### config.mk
export PLATFORM = sky130hd
export DESIGN_NAME = io_port_bank
export DESIGN_NICKNAME = d
export VERILOG_FILES = /design/src/rtl/io_port_bank_pkg.sv /design/src/rtl/io_port_bank_match.sv /design/src/rtl/io_port_bank.sv
export SDC_FILE = /design/constraint.sdc
export NUM_CORES = 1
export LEC_CHECK = 0
export BUFFER_PORTS_ARGS = -buffer_cell sky130_fd_sc_hd__clkbuf_2
export CAP_MARGIN = 15
export CORE_MARGIN = 4
export CORE_UTILIZATION = 52
export CTS_BUF_LIST = sky130_fd_sc_hd__clkbuf_8
export CTS_CLUSTER_SIZE = 20
export DETAILED_ROUTE_END_ITERATION = 8
export GPL_TIMING_DRIVEN = 0
export MAX_ROUTING_LAYER = met4
export PLACE_DENSITY = 0.88
export SLEW_MARGIN = 20
export SYNTH_ARGS = -nofsm -noshare
export SYNTH_HDL_FRONTEND = slang
export SYNTH_SLANG_ARGS = --single-unit
### constraint.sdc
create_clock -name clk28 -period 8.4 [get_ports clk28]
set_input_delay 0.84 -clock clk28 [delete_from_list [all_inputs] [get_ports clk28]]
set_output_delay 0.84 -clock clk28 [all_outputs]
set_load 0.1 [all_outputs]
### src/rtl/io_port_bank_pkg.sv
// Shared types and limits for the Z80 I/O port register bank.
//   IO_PORTS_MAX : upper bound on the number of ports in one bank.
//   io_state_t   : I/O-cycle FSM state (S_IDLE waits for a cycle, S_HOLD waits for IOREQ to end).
//   io_addr_t    : 16-bit Z80 I/O address.
package io_port_bank_pkg;

  localparam int IO_PORTS_MAX = 16;

  typedef enum logic {
    S_IDLE = 1'b0,
    S_HOLD = 1'b1
  } io_state_t;

  typedef logic [15:0] io_addr_t;

endpackage

### src/rtl/io_port_bank_match.sv
// Combinational address decoder for the I/O port bank.
// Ports:
//   a_i         in  16         CPU I/O address
//   port_en_i   in  NUM_PORTS  per-port decode enable
//   match_o     out NUM_PORTS  port i is enabled and its masked address compares equal
//   hit_o       out 1          at least one port matched
//   first_idx_o out 4          lowest matching port index (0 when nothing matched)
//   multi_hit_o out 1          more than one port matched (aliased decode)
module io_port_match
  import io_port_bank_pkg::*;
#(
  parameter int       NUM_PORTS              = 8,
  parameter io_addr_t ADDR_MATCH [NUM_PORTS] = '{default: 16'h0000},
  parameter io_addr_t ADDR_MASK  [NUM_PORTS] = '{default: 16'hFFFF}
) (
  input  logic [15:0]          a_i,
  input  logic [NUM_PORTS-1:0] port_en_i,
  output logic [NUM_PORTS-1:0] match_o,
  output logic                 hit_o,
  output logic [3:0]           first_idx_o,
  output logic                 multi_hit_o
);

  // A mask bit of 1 means the address bit takes part in the compare.
  for (genvar i = 0; i < NUM_PORTS; i++) begin : g_cmp
    assign match_o[i] = port_en_i[i] && (((a_i ^ ADDR_MATCH[i]) & ADDR_MASK[i]) == 16'h0000);
  end

  assign hit_o       = |match_o;
  assign multi_hit_o = ($countones(match_o) > 1);

  // Lowest index wins so the read mux has a fixed priority.
  always_comb begin
    logic found;
    found       = 1'b0;
    first_idx_o = 4'd0;
    for (int i = 0; i < NUM_PORTS; i++) begin
      if (match_o[i] && !found) begin
        first_idx_o = 4'(i);
        found       = 1'b1;
      end
    end
  end

endmodule

### src/rtl/io_port_bank.sv
// Parametrised Z80 I/O port register bank.
// Each port has an address/mask decode, an enable, an optional write-once lock bit with a
// per-port override, and either register readback or an external read source. An I/O-cycle
// FSM commits exactly one write per IOREQ cycle however long WR is held.
// Ports:
//   clk28        in  1                 system clock
//   rst          in  1                 synchronous active-high reset
//   bus_a        in  16                CPU address (synchronised to clk28)
//   bus_d        in  8                 CPU write data
//   bus_rd       in  1                 read strobe
//   bus_wr       in  1                 write strobe
//   bus_ioreq    in  1                 I/O request
//   port_en      in  NUM_PORTS         per-port decode enable
//   lock_ovr     in  NUM_PORTS         ignore the lock of port i (and allow the write to clear it)
//   ext_rd_data  in  NUM_PORTS*8       read source for ports without readback
//   port_q       out NUM_PORTS*DATA_W  current register values, port i at [i*DATA_W +: DATA_W]
//   port_wstb    out NUM_PORTS         1-cycle pulse in the cycle port_q[i] takes a new value
//   port_locked  out NUM_PORTS         lock state
//   d_out        out 8                 registered read data (holds when nothing is read)
//   d_out_active out 1                 registered read-valid
//   rd_conflict  out 1                 1-cycle pulse: a read hit more than one enabled port
//   dbg_state    out 1                 FSM state (0 = S_IDLE, 1 = S_HOLD)
module io_port_bank
  import io_port_bank_pkg::*;
#(
  parameter int          NUM_PORTS              = 8,
  parameter int          DATA_W                 = 8,
  parameter io_addr_t    ADDR_MATCH [NUM_PORTS] = '{16'h00FE, 16'h7FFD, 16'h1FFD, 16'hDFFD,
                                                    16'hFF10, 16'hFF20, 16'hFF30, 16'hFF40},
  parameter io_addr_t    ADDR_MASK  [NUM_PORTS] = '{16'h0001, 16'h8002, 16'hF002, 16'hF002,
                                                    16'hFFFF, 16'hFFFF, 16'hFFFF, 16'hFFFF},
  parameter logic [DATA_W-1:0] RESET_VAL [NUM_PORTS] = '{default: '0},
  parameter int          LOCK_BIT   [NUM_PORTS] = '{default: -1},
  parameter logic [NUM_PORTS-1:0] READBACK      = '0
) (
  input  logic                        clk28,
  input  logic                        rst,
  input  logic [15:0]                 bus_a,
  input  logic [7:0]                  bus_d,
  input  logic                        bus_rd,
  input  logic                        bus_wr,
  input  logic                        bus_ioreq,
  input  logic [NUM_PORTS-1:0]        port_en,
  input  logic [NUM_PORTS-1:0]        lock_ovr,
  input  logic [NUM_PORTS*8-1:0]      ext_rd_data,
  output logic [NUM_PORTS*DATA_W-1:0] port_q,
  output logic [NUM_PORTS-1:0]        port_wstb,
  output logic [NUM_PORTS-1:0]        port_locked,
  output logic [7:0]                  d_out,
  output logic                        d_out_active,
  output logic                        rd_conflict,
  output logic                        dbg_state
);

  io_state_t            state_q;
  logic [DATA_W-1:0]    port_reg_q [NUM_PORTS];
  logic [NUM_PORTS-1:0] locked_q;
  logic [NUM_PORTS-1:0] wstb_q;
  logic [7:0]           d_out_q;
  logic                 d_out_active_q;
  logic                 rd_conflict_q;

  logic [NUM_PORTS-1:0] match;
  logic                 hit;
  logic                 multi_hit;
  logic [3:0]           first_idx;

  io_port_match #(
    .NUM_PORTS  (NUM_PORTS),
    .ADDR_MATCH (ADDR_MATCH),
    .ADDR_MASK  (ADDR_MASK)
  ) u_match (
    .a_i         (bus_a),
    .port_en_i   (port_en),
    .match_o     (match),
    .hit_o       (hit),
    .first_idx_o (first_idx),
    .multi_hit_o (multi_hit)
  );

  // Write wins when RD and WR are both asserted, so a read cycle requires WR low.
  logic wr_cycle;
  logic rd_cycle;
  logic commit_edge;
  assign wr_cycle    = bus_ioreq && bus_wr;
  assign rd_cycle    = bus_ioreq && bus_rd && !bus_wr;
  assign commit_edge = (state_q == S_IDLE) && wr_cycle;

  logic [NUM_PORTS-1:0] commit;
  logic [NUM_PORTS-1:0] lock_d;

  for (genvar i = 0; i < NUM_PORTS; i++) begin : g_port
    assign commit[i] = commit_edge && match[i] && (!locked_q[i] || lock_ovr[i]);

    // The new lock state is simply the lock bit of the written data: an unlocked port written
    // with the bit clear stays unlocked, and an override write can clear an existing lock.
    if (LOCK_BIT[i] >= 0) begin : g_lock
      localparam logic [2:0] LB = 3'(LOCK_BIT[i]);
      assign lock_d[i] = bus_d[LB];
    end else begin : g_nolock
      assign lock_d[i] = 1'b0;
    end

    assign port_q[i*DATA_W +: DATA_W] = port_reg_q[i];
  end

  // Per-port read data, zero-extended onto the 8-bit bus. Sized to the maximum bank so the
  // 4-bit priority index always addresses a valid entry.
  logic [7:0] rd_src [IO_PORTS_MAX];
  always_comb begin
    for (int k = 0; k < IO_PORTS_MAX; k++) begin
      rd_src[k] = 8'h00;
    end
    for (int k = 0; k < NUM_PORTS; k++) begin
      if (READBACK[k]) begin
        rd_src[k][DATA_W-1:0] = port_reg_q[k];
      end else begin
        rd_src[k] = ext_rd_data[k*8 +: 8];
      end
    end
  end

  // Reset lands in S_HOLD so an IOREQ cycle already in progress at reset release is ignored.
  always_ff @(posedge clk28) begin
    if (rst) begin
      state_q <= S_HOLD;
      for (int k = 0; k < NUM_PORTS; k++) begin
        port_reg_q[k] <= RESET_VAL[k];
      end
      locked_q       <= '0;
      wstb_q         <= '0;
      d_out_q        <= 8'hFF;
      d_out_active_q <= 1'b0;
      rd_conflict_q  <= 1'b0;
    end else begin
      case (state_q)
        S_IDLE: if (bus_ioreq && (bus_wr || bus_rd)) state_q <= S_HOLD;
        S_HOLD: if (!bus_ioreq) state_q <= S_IDLE;
      endcase

      for (int k = 0; k < NUM_PORTS; k++) begin
        if (commit[k]) begin
          port_reg_q[k] <= bus_d[DATA_W-1:0];
        end
      end
      locked_q <= (locked_q & ~commit) | (lock_d & commit);
      wstb_q   <= commit;

      // Read output is refreshed every cycle RD is held; only the conflict flag is one-shot.
      d_out_active_q <= rd_cycle && hit;
      if (rd_cycle && hit) begin
        d_out_q <= rd_src[first_idx];
      end
      rd_conflict_q <= (state_q == S_IDLE) && rd_cycle && multi_hit;
    end
  end

  assign port_wstb    = wstb_q;
  assign port_locked  = locked_q;
  assign d_out        = d_out_q;
  assign d_out_active = d_out_active_q;
  assign rd_conflict  = rd_conflict_q;
  assign dbg_state    = state_q;

endmodule
### Word level (Yosys, flattened, before mapping)

Memory sizes are Yosys's and may differ from the RTL's.
Index checks and enable logic that the tools add are counted.

| word-level totals | value |
|---|---|
| memories | 1 |
| RAM bits | 64 |
| word-level logic and storage cells | 161 |
| input bits | 109 |
| output and inout bits | 91 |
| flip-flop bits (word level) | 27 |

| operators by class | value |
|---|---|
| reductions and logical operators | 73 |
| muxes and demuxes | 54 |
| add/sub/neg operators | 7 |
| $lt $le $gt $ge | 2 |
| bitwise gates (word level) | 18 |

Memories:

| memory | depth | width | read ports | clocked after memory_dff | write ports | line | RTL |
|---|---|---|---|---|---|---|---|
| port_reg_q | 8 | 8 | 8 | 0 | 8 | io_port_bank.sv:56 | `logic [DATA_W-1:0] port_reg_q [NUM_PORTS];` |

Operators with widths:

| operator | count |
|---|---|
| $logic_not 16->1 | 8 |
| $add 32x32->32 | 3 |
| $mux 8 | 10 |
| $logic_and 1x1->1 | 39 |
| $mux 1 | 36 |
| $bmux 8 s4 | 1 |
| $gt 32x2->1 const B | 1 |
| $not 9->9 | 3 |
| $mux 4 | 6 |
| $logic_not 1->1 | 16 |
| $not 14->14 | 1 |
| $not 12->12 | 1 |
| $not 10->10 | 1 |
| $logic_or 1x1->1 | 9 |
| $add 1x1->2 | 4 |
| $and 8x8->8 | 1 |
| $not 8->8 | 1 |
| $or 1x1->1 | 8 |
| $reduce_or 8->1 | 1 |
| $ge 5x5->1 const B | 1 |
| $not 4->5 | 1 |
| $pmux 1 s2 | 1 |
| $not 1->1 | 1 |

### Longest topological paths before layout

Gate-level depths: netlist (run 1).

| depth | value |
|---|---|
| word-level depth | 28 |
| mapped depth | 15 |
| mapped depth without buffers | 15 |

### Cells and area by module

From an unflattened synthesis (run 1), not the netlist that was laid out.

| second synthesis, totals | value |
|---|---|
| cells, all modules | 341 |
| area, all modules | 4255.3 sq um |

By module, submodules not included:

| module | instances | area each (sq um) | cells an instance | sequential area each (sq um) |
|---|---|---|---|---|
| io_port_bank | 1 | 3798.6 | 280 | 2462.4 |
| io_port_match | 1 | 456.7 | 61 | 0.0 |

### Worst setup path after synthesis (run 1)

OpenSTA, ideal clock, no wires.

| timing path | value |
|---|---|
| path kind | input to register |
| from | in bus_a[2] |
| to | reg rd_conflict_q, in the netlist rd_conflict |
| path slack | 4250 ps |
| library setup time | 169 ps |
| arrival | 3982 ps |
| stages | 15 |
| buffers on the path | 0 |
| data required time | 8231 ps |
| path through | or3b_1 -> nor4_1 -> nand2_1 -> inv_1 -> ha_1 -> inv_1 -> fa_1 -> inv_1 -> fa_1 -> ha_1 -> inv_1 -> fa_1 -> nand2_1 -> nor2_1 -> nor4_1 |

| between the ends | value |
|---|---|
| longest elaborated chain between the ends | 7 |
| elaborated cells between the ends (all ways) | 14 |

Ends and longest elaborated chain:

| what | line | RTL |
|---|---|---|
| start, declared | io_port_bank.sv:38 | `input logic [15:0] bus_a,` |
| $logic_not 16->1 | io_port_bank_match.sv:26 | `assign match_o[i] = port_en_i[i] && (((a_i ^ ADDR_MATCH[i]) & ADDR_MASK[i]) == 16'h0000);` |
| $logic_and 1x1->1 | io_port_bank_match.sv:26 |  |
| $add 1x1->2 (implied by the code) | io_port_bank_match.sv:30 | `assign multi_hit_o = ($countones(match_o) > 1);` |
| $add 32x32->32 (implied by the code) (*) (2 in series) | io_port_bank_match.sv:30 |  |
| $gt 32x2->1 (*) | io_port_bank_match.sv:30 |  |
| $logic_and 1x1->1 (*) | io_port_bank.sv:154 | `rd_conflict_q <= (state_q == S_IDLE) && rd_cycle && multi_hit;` |
| end signal, assigned | io_port_bank.sv:154 |  |
| end, declared | io_port_bank.sv:61 | `logic rd_conflict_q;` |

Every way passes the cells marked *; elsewhere a longest branch is shown, timed or not.
A chain may end at the register's enable or synchronous reset.

### Worst setup path after layout (run 1)

| timing path | value |
|---|---|
| from | in bus_a[13] |
| to | reg rd_conflict_q, in the netlist rd_conflict |

| between the ends | value |
|---|---|
| longest elaborated chain between the ends | 8 |
| elaborated cells between the ends (all ways) | 24 |

Ends and longest elaborated chain:

| what | line |
|---|---|
| $not 9->9 (no line) or $not 10->10 (tied branches) | - |
| $logic_not 16->1 | io_port_bank_match.sv:26 |
| $logic_and 1x1->1 | io_port_bank_match.sv:26 |
| $add 1x1->2 (implied by the code) | io_port_bank_match.sv:30 |
| $add 32x32->32 (implied by the code) | io_port_bank_match.sv:30 |
| $add 32x32->32 (implied by the code) (*) | io_port_bank_match.sv:30 |
| $gt 32x2->1 (*) | io_port_bank_match.sv:30 |
| $logic_and 1x1->1 (*) | io_port_bank.sv:154 |

Marked as above.

==> summary.md, run 1 <==
| Metric | Value |
|---|---|
| Leading area contributor after synthesis | edfxtp_1 |
| Worst Reg2Reg Path Length in Cells | 4 |
| Worst Setup Start Kind | input port |
| Power consumption | 1010 uW |
| Total number of vias | 3932 |
| Setup Fix Bufs, Post-CTS | 0 |
| Number of global-route vias before repair | 4061 |
| Core Footprint | a little under 8000 um2 |
| Setup Skew | 0.00987 ns |
| CTS tree | built |
| Final net count | 728 |
| Area post-placement | 5410 um2 |
| Antenna-violating nets left | 0 |
| Largest net degree at the start of global routing | 17 |
| Port buffer count | 198 |
| Cell area after layout | 5610 um2 |
| Ys async rst share | 0% |
| Post-Syn Instances | between 300 and 400 |
| Post-synth EDFFs | 64 |
| Reg2reg start | dbg_state |
| CTS root buf | clkbuf_8 |
| Critical Path Sink Type | flop |
| Crit path DAT | 4.45 ns |
| Post-Route WL | 12.6 mm |
| I/O pin count | 200 |
| Most frequent cell after synthesis | nor2_1 |
| Crit path launch | bus_a[13] |
| Synthesized flop and latch total | 91 |
| R2r endpoint | port_reg_q[1][0] |
| Synth Area per Inst | about 11 um2 |
| Std-Cell Rows | 32 |
| Worst Path Max Fanout | 4 |
| Required time worst endpoint | about 8.6 ns |
| Proportion of layout cells with a drive suffix above 1 | 38.0% |
| Post-CTS resize count | 0 |
| Final std cells w/o fill | between 700 and 800 |
| Area Overhead vs Synth | 30.7% |
| Ranking of synthesized cells by area | edfxtp_1 45%, dfxtp_1 13%, nor2_1 6.1% |
| Clock Sinks | 91 |
| Library cells used by synthesis | 59 |
| Reg2reg setup slack | 6.31 ns |
| Starting DRC count in detailed routing | around 220 |
| Max-slew violations | 0 |
| Post-CTS Hold Fix Bufs | 0 |
| First-pass GRT wire length | 19.6 mm |
| Initial antenna violation count | 0 |
| DIE WIDTH | ~99 um |
| Post-synth top cells | 70 x nor2_1, 64 x edfxtp_1, 39 x inv_1, 27 x dfxtp_1, 22 x a21oi_1 |
| Worst-skew pair later-pin latency | 0.36 ns |
| Vias/cell | 5.52 |
| Routability cong. | 0.869 |
| Final Hold Vio Count | 0 |
| Slew headroom | 39.6% |
| Ys Warns | 0 |
| Setup TNS Final | 0 ns |
| Crit path kind | in -> reg |
| Synth Area in Compound Gates | between 10% and 20% |
| Tcrit/Tclk final | 50.2% |
| DRT Pass-1 Iters | 5 |
| Post-DP HPWL | 10.2 mm |
| # diodes | 0 |
| Grt total ovfl | 0 |
| Simple-Gate Fraction of Synth Area | 16.4% |
| Net Count, Synth | 519 |
| Htree depth | 3 |
| Synth Area in Adders | 4.78% |
| Prevailing post-synth register cell | edfxtp_1 |
| Status | finished, final reports clean |
| Final Util | 71.1% |
| Multiplexer share of the synthesized area | 0.495% |
| Max cap viols | 0 |
| HP Class | reg -> reg |
| Synth top area share | about 45% |
| Post-synthesis sequential area ratio | around 57% |
| Placed insts | 696 |
| Worst VDD drop | 98.4 uV |
| Die Y | 98.9 um |
| Synthesized-area fraction occupied by xor and xnor cells | 0% |
| Total power divided by cell area | 180 nW/um2 |
| Endpoints failing setup | 0 |
| RSZ-0062 raised after global routing | no |
| DRC viols | 0 |
| Clock-pin slew on the worst setup and hold paths | 0.09 ns |
| Largest family of logic cells by synthesized area | simple AND/OR/NAND/NOR gates |
| Max Freq | about 240 MHz |
| Die area | 9770 um2 |
| Tightest Pin Transition | 0.905 ns |
| CTS max path bufs | 2 |
| Leak | 0.00258 uW |
| Drt wl/cell | around 18 um |
| Setup crit end | rd_conflict |
| Post-Synthesis Cell Area | between 4000 and 5000 um2 |
| Initial core utilization | 54.4% |
| CTS Buf Count | 9 |
| Gr usage total | 26.2% |
| Minimum clock period | between 4 and 5 ns |
## final cells by class
type | instances | area, um2
Buffer | 14 | 76.3
Inverter | 39 | 146
Multi-Input combinational cell | 252 | 1610
Fill cell | 615 | 2280
Clock inverter | 7 | 75.1
Tap cell | 102 | 128
Clock buffer | 9 | 124
Sequential cell | 91 | 2460
Timing Repair Buffer | 198 | 991
## worst max-delay path, stage by stage
cell,delay [ns]
clkbuf_2,0.10
or3b_1,0.40
nor4_1,0.46
nand2_1,0.20
inv_1,0.21
ha_1,0.17
inv_1,0.05
fa_1,0.54
inv_1,0.06
fa_1,0.53
ha_1,0.14
inv_1,0.05
fa_1,0.48
nand2_1,0.06
nor2_1,0.11
nor4_1,0.06
## layout by cell type, fill, tap and decap left out, drive strengths merged, types with 4 or more instances in the layout
| master | instances |
|---|---|
| clkbuf | 215 |
| nor2 | 70 |
| edfxtp | 64 |
| inv | 41 |
| dfxtp | 27 |
| a21oi | 22 |
| nand2b | 16 |
| o21ai | 15 |
| nand2 | 12 |
| ha | 10 |
| a21boi | 8 |
| o31ai | 8 |
| o22ai | 7 |
| a31oi | 7 |
| nand3 | 7 |
| o211ai | 6 |
| a211o | 6 |
| o21a | 6 |
| buf | 6 |
| nor3 | 4 |
| fa | 4 |
| or3b | 4 |
| clkinv | 4 |
## report_power, final
part           internal [uW]  total, uW  switching [uW]
logic                   41.3        208             166
registers                495        501            6.10
clock network            140        299             160
## cell families after synthesis
| logic type | Yosys count |
|---|---|
| and+or+nand+nor | 136 |
| AOI/OAI and AO/OA | 99 |
| DFF | 91 |
| buffers and inverters | 53 |
| adders and majority gates | 14 |
| muxes | 2 |
| other | 1 |
## per-layer routing
layer / vias to the layer above / wire length (um) / GRT usage (%)
met5: - / 0 / -
met1: 1858 / 4720 / 29.0
met4: 0 / 244 / 7.46
met3: 25 / 1060 / 4.88
met2: 223 / 6550 / 47.9
li1: 1826 / - / -
## worst min-delay path by stage
stage                endpoint  slack [ns]            from  cells after the start
2_1_floorplan  port_locked[6]        0.90  port_locked[6]                      2
3_3_place_gp   port_locked[7]        0.44  port_locked[7]                      2
3_5_place_dp   port_locked[7]        0.44  port_locked[7]                      2
4_1_cts        port_locked[7]        0.45  port_locked[7]                      2
5_1_grt        port_locked[7]        0.48  port_locked[7]                      2
6_report       port_locked[7]        0.45  port_locked[7]                      2
## flip-flops by register name, indices dropped and copies added, names as in the netlist
name and flops:
rd_conflict 1, d_out_active 1, port_locked 8, port_wstb 8, port_reg_q 64, d_out 8
dbg_state 1
## metrics by stage
stage | hold slack, ns | setup WS, ns
after global routing | 0.483 | 3.89
final | 0.453 | 4.18
after detailed placement | 0.438 | 3.83
after CTS | 0.451 | 4.18
after floorplan | 0.898 | 4.25
after global placement | 0.435 | 3.85
(Power assumes the default switching activity.)
==> run 2, diff against run 1 <==
--- a/config.mk
+++ b/config.mk
@@ -5,16 +5,17 @@
 export SDC_FILE = /design/constraint.sdc
 export NUM_CORES = 1
 export LEC_CHECK = 0
+export ABC_AREA = 1
 export BUFFER_PORTS_ARGS = -buffer_cell sky130_fd_sc_hd__clkbuf_2
 export CAP_MARGIN = 15
 export CORE_MARGIN = 4
-export CORE_UTILIZATION = 52
+export CORE_UTILIZATION = 45
 export CTS_BUF_LIST = sky130_fd_sc_hd__clkbuf_8
 export CTS_CLUSTER_SIZE = 20
 export DETAILED_ROUTE_END_ITERATION = 8
 export GPL_TIMING_DRIVEN = 0
 export MAX_ROUTING_LAYER = met4
-export PLACE_DENSITY = 0.88
+export PLACE_DENSITY = 0.79
 export SLEW_MARGIN = 20
 export SYNTH_ARGS = -nofsm -noshare
 export SYNTH_HDL_FRONTEND = slang
==> constraint.sdc (replaced) <==
create_clock -name clk28 -period 3.5 [get_ports clk28]
set_input_delay 0.35 -clock clk28 [delete_from_list [all_inputs] [get_ports clk28]]
set_output_delay 0.35 -clock clk28 [all_outputs]
set_load 0.1 [all_outputs]
==> run 2 against run 1 <==
Sequential share of layout area down 2.9 points. Die area up 24%. Combinational power rose to 2.6 times the previous value. Cell count up 27%. Via count up 11%. Synthesized cell count up 41%. Design area up 7.2%. Synthesized area up 8.8%. Clock power up 120%. Register-to-register slack worse by 5.1 ns. Core utilization down 11 points. Worst setup slack worse by 3.9 ns. Largest cell class unchanged. Highest routed layer unchanged.
==> summary.md, run 2 <==
| Metric | Value |
|---|---|
| Worst Path Max Fanout | 3 |
| Slew headroom | 62.2% |
| Setup Fix Bufs, Post-CTS | 0 |
| Ranking of synthesized cells by area | edfxtp_1 41%, dfxtp_1 12%, nand3_1 10% |
| Tightest Pin Transition | 0.570 ns |
| Tcrit/Tclk final | between 90% and 100% |
| Worst-skew pair later-pin latency | 0.35 ns |
| Most frequent cells in the layout | 198 x clkbuf_2, 121 x inv_1, 95 x nand3_1 |
| # diodes | 0 |
| Worst setup margin | 0.320 ns |
| Initial antenna violation count | 0 |
| Gr usage total | 20.5% |
| Reg2reg start | dbg_state |
| Fill cell count | 859 |
| Largest net degree at the start of global routing | 15 |
| Area post-placement | 5830 um2 |
| Die Y | between 100 and 150 um |
| CTS root buf | clkbuf_8 |
| Ys Warns | 0 |
| Hold slack | 0.291 ns |
| Vias/cell | 4.84 |
| Leading area contributor after synthesis | edfxtp_1 |
| Post-synthesis sequential area ratio | 52.7% |
| Comb power frac | 22.4% |
| Int Pwr | 1620 uW |
| Reg power frac | between 50% and 60% |
| Port buffer count | 198 |
| Hold path startpoint | bus_rd |
| Crit path kind | in -> reg |
| Number of global-route vias before repair | 4056 |
| Prevailing post-synth register cell | edfxtp_1 |
| CTS tree | built |
| Crit path DAT | between 3 and 4 ns |
| Clk pwr share | 27.5% |
| Area Overhead vs Synth | 28.7% |
| Htree depth | 3 |
| Synthesized flop and latch total | 91 |
| Minimum clock period | 3.18 ns |
| Status | finished, final reports clean |
| Clock Sinks | 91 |
| Routability cong. | approximately 0.93 |
| Starting DRC count in detailed routing | 243 |
| Total power divided by cell area | approximately 400 nW/um2 |
| Crit path launch | bus_a[1] |
| Net Count, Synth | slightly below 700 |
| Total number of vias | 4372 |
| I/O pin count | 200 |
| Switching part of the total | between 30% and 40% |
| First-pass GRT wire length | about 19 mm |
| HP Class | in -> reg |
| Commonest non-fill, non-tap cell in the layout | clkbuf_2 |
| Post-DP HPWL | slightly above 10 mm |
| DRC viols | 0 |
| Synth top area share | 41.1% |
| Final net count | between 800 and 900 |
| Max reg flops | 64 |
| Initial core utilization | a little under half |
| RSZ-0062 raised after global routing | no |
| Required time worst endpoint | 3.77 ns |
| Post-synth EDFFs | 64 |
| Leak | 0.00312 uW |
| Core Footprint | 9950 um2 |
| Final Hold Vio Count | 0 |
| Final Util | 60.4% |
| Register with the most flip-flops | port_reg_q |
| Proportion of layout cells with a drive suffix above 1 | 31.9% |
| Ys async rst share | 0% |
| Library cells used by synthesis | 30 |
| Pre-CTS WS | -0.0536 ns |
| Post-Synthesis Cell Area | 4670 um2 |
| Post-synth top cells | 119 x inv_1, 95 x nand3_1, 94 x nor2_1, 70 x nand2_1, 64 x edfxtp_1 |
| Drt wl/cell | between 10 and 15 um |
| Post-CTS Hold Fix Bufs | 0 |
| Post-CTS resize count | 0 |
| Max Freq | between 300 and 400 MHz |
| DIE WIDTH | between 100 and 150 um |
| Setup TNS Final | 0 ns |
| Worst VDD drop | approximately 270 uV |
| CTS max path bufs | 2 |
| Max cap viols | 0 |
| DRT Pass-1 Iters | 5 |
| Cell area after layout | roughly 6000 um2 |
| Clock-pin slew on the worst setup and hold paths | 0.09 ns |
| Post-Route WL | 12.2 mm |
| Setup Skew | 0.0146 ns |
| Switching pwr | 782 uW |
| Antenna-violating nets left | 0 |
| CTS Buf Count | 9 |
| Endpoints failing setup | 0 |
| Std-Cell Rows | 36 |
| Grt total ovfl | 0 |
| Post-Syn Instances | 558 |
| Worst Setup Start Kind | input port |
| Die area | 12100 um2 |
| Max-slew violations | 0 |
| Most frequent cell after synthesis | inv_1 |
| Synth Area per Inst | 8.37 um2 |
| Critical Path Sink Type | flop |
run 2: path summary, 6_finish.rpt:
check / endpoint / slack [ns] / cells after the start
worst min register to register: port_locked[3] / 0.46 / 2
worst max-delay path: rd_conflict / 0.32 / 17
worst max register to register: port_reg_q[1][7] / 1.24 / 5
worst min-delay path: rd_conflict / 0.29 / 3
run 2: logic make-up (layout without fill, tap and decap cells):
kind of cell	count (synthesis)	after routing	share of synthesized area [%]
AO/OA/AOI/OAI	17	17	2.30
buffers and inverters	140	353	11.7
adder cells (fa/ha/maj)	14	14	4.39
flip-flops	91	91	52.7
AND/OR/NAND/NOR	295	295	28.9
other	1	1	0.0803
run 2: metal layers:
| layer | share of wire, % | GRT usage, % |
|---|---|---|
| met4 | 1.9 | 6.41 |
| met3 | 8.5 | 3.70 |
| met5 | 0 | - |
| met2 | 48 | 34.3 |
| met1 | 42 | 25.2 |
run 2: power groups by stage:
stage / logic (uW) / registers [uW] / clock network (uW)
floorplan: 114 / 1520 / 0
global placement: 534 / 1230 / 0
detailed placement: 540 / 1230 / 0
CTS: 540 / 1200 / 664
global route: 571 / 1210 / 726
finish: 538 / 1200 / 660
run 2: worst max-delay path: stages:
cell and delay, ns:
clkbuf_2 0.11, nor2_2 0.17, nand3_2 0.12, nor2_4 0.13, nand4_1 0.16, inv_1 0.15
ha_1 0.15, inv_1 0.05, fa_1 0.53, inv_1 0.06, fa_1 0.55, ha_1 0.16
inv_1 0.05, fa_1 0.43, nand2_1 0.08, nor2_1 0.04, nor4_1 0.16
run 2: layout make-up:
type / count / area (um2) / share of cell area [%]
well taps: 133 / 166 / 2.77
plain buffers: 11 / 60.1 / 0.999
inverters: 129 / 484 / 8.05
flip-flops and latches: 91 / 2460 / 41.0
clock inverters: 6 / 60.1 / 0.999
repair buffers: 198 / 991 / 16.5
clock buffers: 9 / 124 / 2.06
multi-input cells: 327 / 1660 / 27.7
run 2: stage by stage:
step,total power (uW),instances
floorplan,1630,558
global placement,1760,889
detailed placement,1770,889
CTS,2410,904
global route,2500,904
finish,2400,904
==> run 3, diff against run 2 <==
--- a/config.mk
+++ b/config.mk
@@ -16,6 +16,7 @@
 export GPL_TIMING_DRIVEN = 0
 export MAX_ROUTING_LAYER = met4
 export PLACE_DENSITY = 0.79
+export REMOVE_ABC_BUFFERS = 1
 export SLEW_MARGIN = 20
 export SYNTH_ARGS = -nofsm -noshare
 export SYNTH_HDL_FRONTEND = slang
==> run 3 against run 2 <==
Total power rose by 2.2%. Worst setup slack got worse by 0.034 ns. Hold slack got worse by 0.011 ns. Highest routed layer unchanged. Count of clock-buffer cells in the layout rose by 1. Sequential cell count did not move. Cell count fell by 1.0%. Clock power rose by 8.3%. Global-route usage rose by 0.87 points. Maximum frequency fell by 1.0%. Non-clock buffer count fell by 10. Sequential share of layout area rose by 0.25 points. Clock skew fell by 0.0059 ns.
==> summary.md, run 3 (synthesis results as in run 2) <==
| Metric | Value |
|---|---|
| Initial antenna violation count | 0 |
| Hold path startpoint | bus_ioreq |
| Drt wl/cell | 14.1 um |
| Proportion of layout cells with a drive suffix above 1 | 31.6% |
| Final Hold Vio Count | 0 |
| I/O pin count | 200 |
| Sequence of cells on the critical path | clkbuf_2, nor2_2, nand3_2, nor2_4, nand4_1, inv_1, ha_1, inv_1, fa_1, inv_1, fa_1, ha_1, inv_1, fa_1, nand2_1, nor2_1, nor4_1 |
| Final std cells w/o fill | 895 |
| Worst Setup Start Kind | input port |
| Leak | about 0.0031 uW |
| Total power divided by cell area | 411 nW/um2 |
| DIE WIDTH | 110 um |
| Post-CTS Hold Fix Bufs | 0 |
| Worst-skew pair later-pin latency | 0.35 ns |
| Setup Skew | 0.00873 ns |
| Post-Route WL | roughly 13 mm |
| Master of the slowest instance on the critical path | fa_1 |
| Crit path kind | in -> reg |
| CTS max path bufs | 2 |
| Die area | 12100 um2 |
| Slew headroom | 57.1% |
| Max cap viols | 0 |
| Largest net degree at the start of global routing | 28 |
| RSZ-0062 raised after global routing | no |
| Top cell by count, worst path | inv_1 |
| Minimum clock period | 3.21 ns |
| Htree depth | 3 |
| Reg2reg setup slack | ~1.2 ns |
| Endpoints failing setup | 0 |
| CTS root buf | clkbuf_8 |
| Critical Path Sink Type | flop |
| First-pass GRT wire length | 19.4 mm |
| Tightest Pin Transition | 0.643 ns |
| Crit path DAT | between 3 and 4 ns |
| Core Footprint | 9950 um2 |
| Std-Cell Rows | 36 |
| Crit path launch | bus_a[1] |
| Buf+Inv Stages, Crit Path | 5 |
| Gr usage total | 21.4% |
| Clock Sinks | 91 |
| GRT busiest layer | met2 |
| Starting DRC count in detailed routing | 262 |
| Final net count | 880 |
| GR Util met3 | 3.93% |
| Max-slew violations | 0 |
| Required time worst endpoint | 3.71 ns |
| Total number of vias | 4344 |
| Clock-pin slew on the worst setup and hold paths | 0.08 ns |
| Family with the most delay on the worst path | adder cells |
| Max stage delay on crit path | 0.54 ns |
| Worst VDD drop | around 230 uV |
| Commonest non-fill, non-tap cell in the layout | clkbuf_2 |
| Area Overhead vs Synth | 27.9% |
| CTS tree | built |
| Port buffer count | 199 |
| Post-DP HPWL | between 10 and 15 mm |
| Grt total ovfl | 0 |
| Max Freq | roughly 310 MHz |
| Routability cong. | ~0.95 |
| Reg2reg start | dbg_state |
| Number of global-route vias before repair | 4133 |
| DRC viols | 0 |
| Met1 usage | 26.6% |
| Tcrit/Tclk final | 91.8% |
| Antenna-violating nets left | 0 |
| Worst Path Max Fanout | 3 |
| Post-CTS resize count | 0 |
| Met2 Use GR | 35.5% |
| Most frequent cells in the layout | 199 x clkbuf_2, 120 x inv_1, 95 x nand3_1 |
| Placed insts | a little under 900 |
| HP Class | in -> reg |
| Status | finished, final reports clean |
| Max reg flops | 64 |
| DRT Pass-1 Iters | 5 |
| Vias/cell | a little under 5 |
| CTS Buf Count | 9 |
| Die Y | 110 um |
| Setup Fix Bufs, Post-CTS | 0 |
| # diodes | 0 |
| Initial core utilization | 46.9% |
| Register with the most flip-flops | port_reg_q |
| Power consumption | 2450 uW |
## run 3: changes by cell type in the layout (fill, tap and decap cells not counted), sizes merged
| cell | change |
|---|---|
| buf | -9 |
| clkinv | -1 |
| inv | +1 |
## run 3: report_power, final
group          switching (uW)  internal [uW]
Combinational             432            106
Sequential               13.1           1190
Clock                     363            352
Total                     808           1650
## run 3: final cells by class
class	instances	area [um2]
Fill cell	867	3980
Sequential cell	91	2460
Multi-Input combinational cell	327	1660
Timing Repair Buffer	199	996
Inverter	129	484
Tap cell	133	166
Clock buffer	10	138
Clock inverter	6	65.1
## run 3: per-stage QoR
stage / worst slack [ns] / area (um2) / utilization (%) / hold slack [ns] / setup TNS [ns]
3_5_place_dp: -0.0964 / 5770 / 58.0 / 0.443 / -0.0964
3_3_place_gp: -0.00854 / 5770 / 58.0 / 0.437 / -0.00854
5_1_grt: 0.0792 / 5980 / 60.0 / 0.285 / 0
6_report: 0.286 / 5980 / 60.0 / 0.280 / 0
2_1_floorplan: 0.303 / 4610 / - / 0.422 / 0
4_1_cts: 0.274 / 5980 / 60.0 / 0.257 / 0
## run 3: tightest hold or removal path, cell delays in order
cell and delay, ns:
clkbuf_2 0.09, inv_1 0.06, o21ai_0 0.08
## run 3: final timing paths
kind / depth (start not counted) / end
hold / removal: 3 / dbg_state
setup / recovery: 17 / rd_conflict
setup reg to reg: 5 / port_reg_q[1][0]
hold reg to reg: 2 / port_locked[1]
## run 3: routing by layer
layer	share of wire, %	vias to the layer above
li1	-	2155
met1	41	1933
met2	48	241
met3	9.2	15
met4	0.95	0
met5	0	-
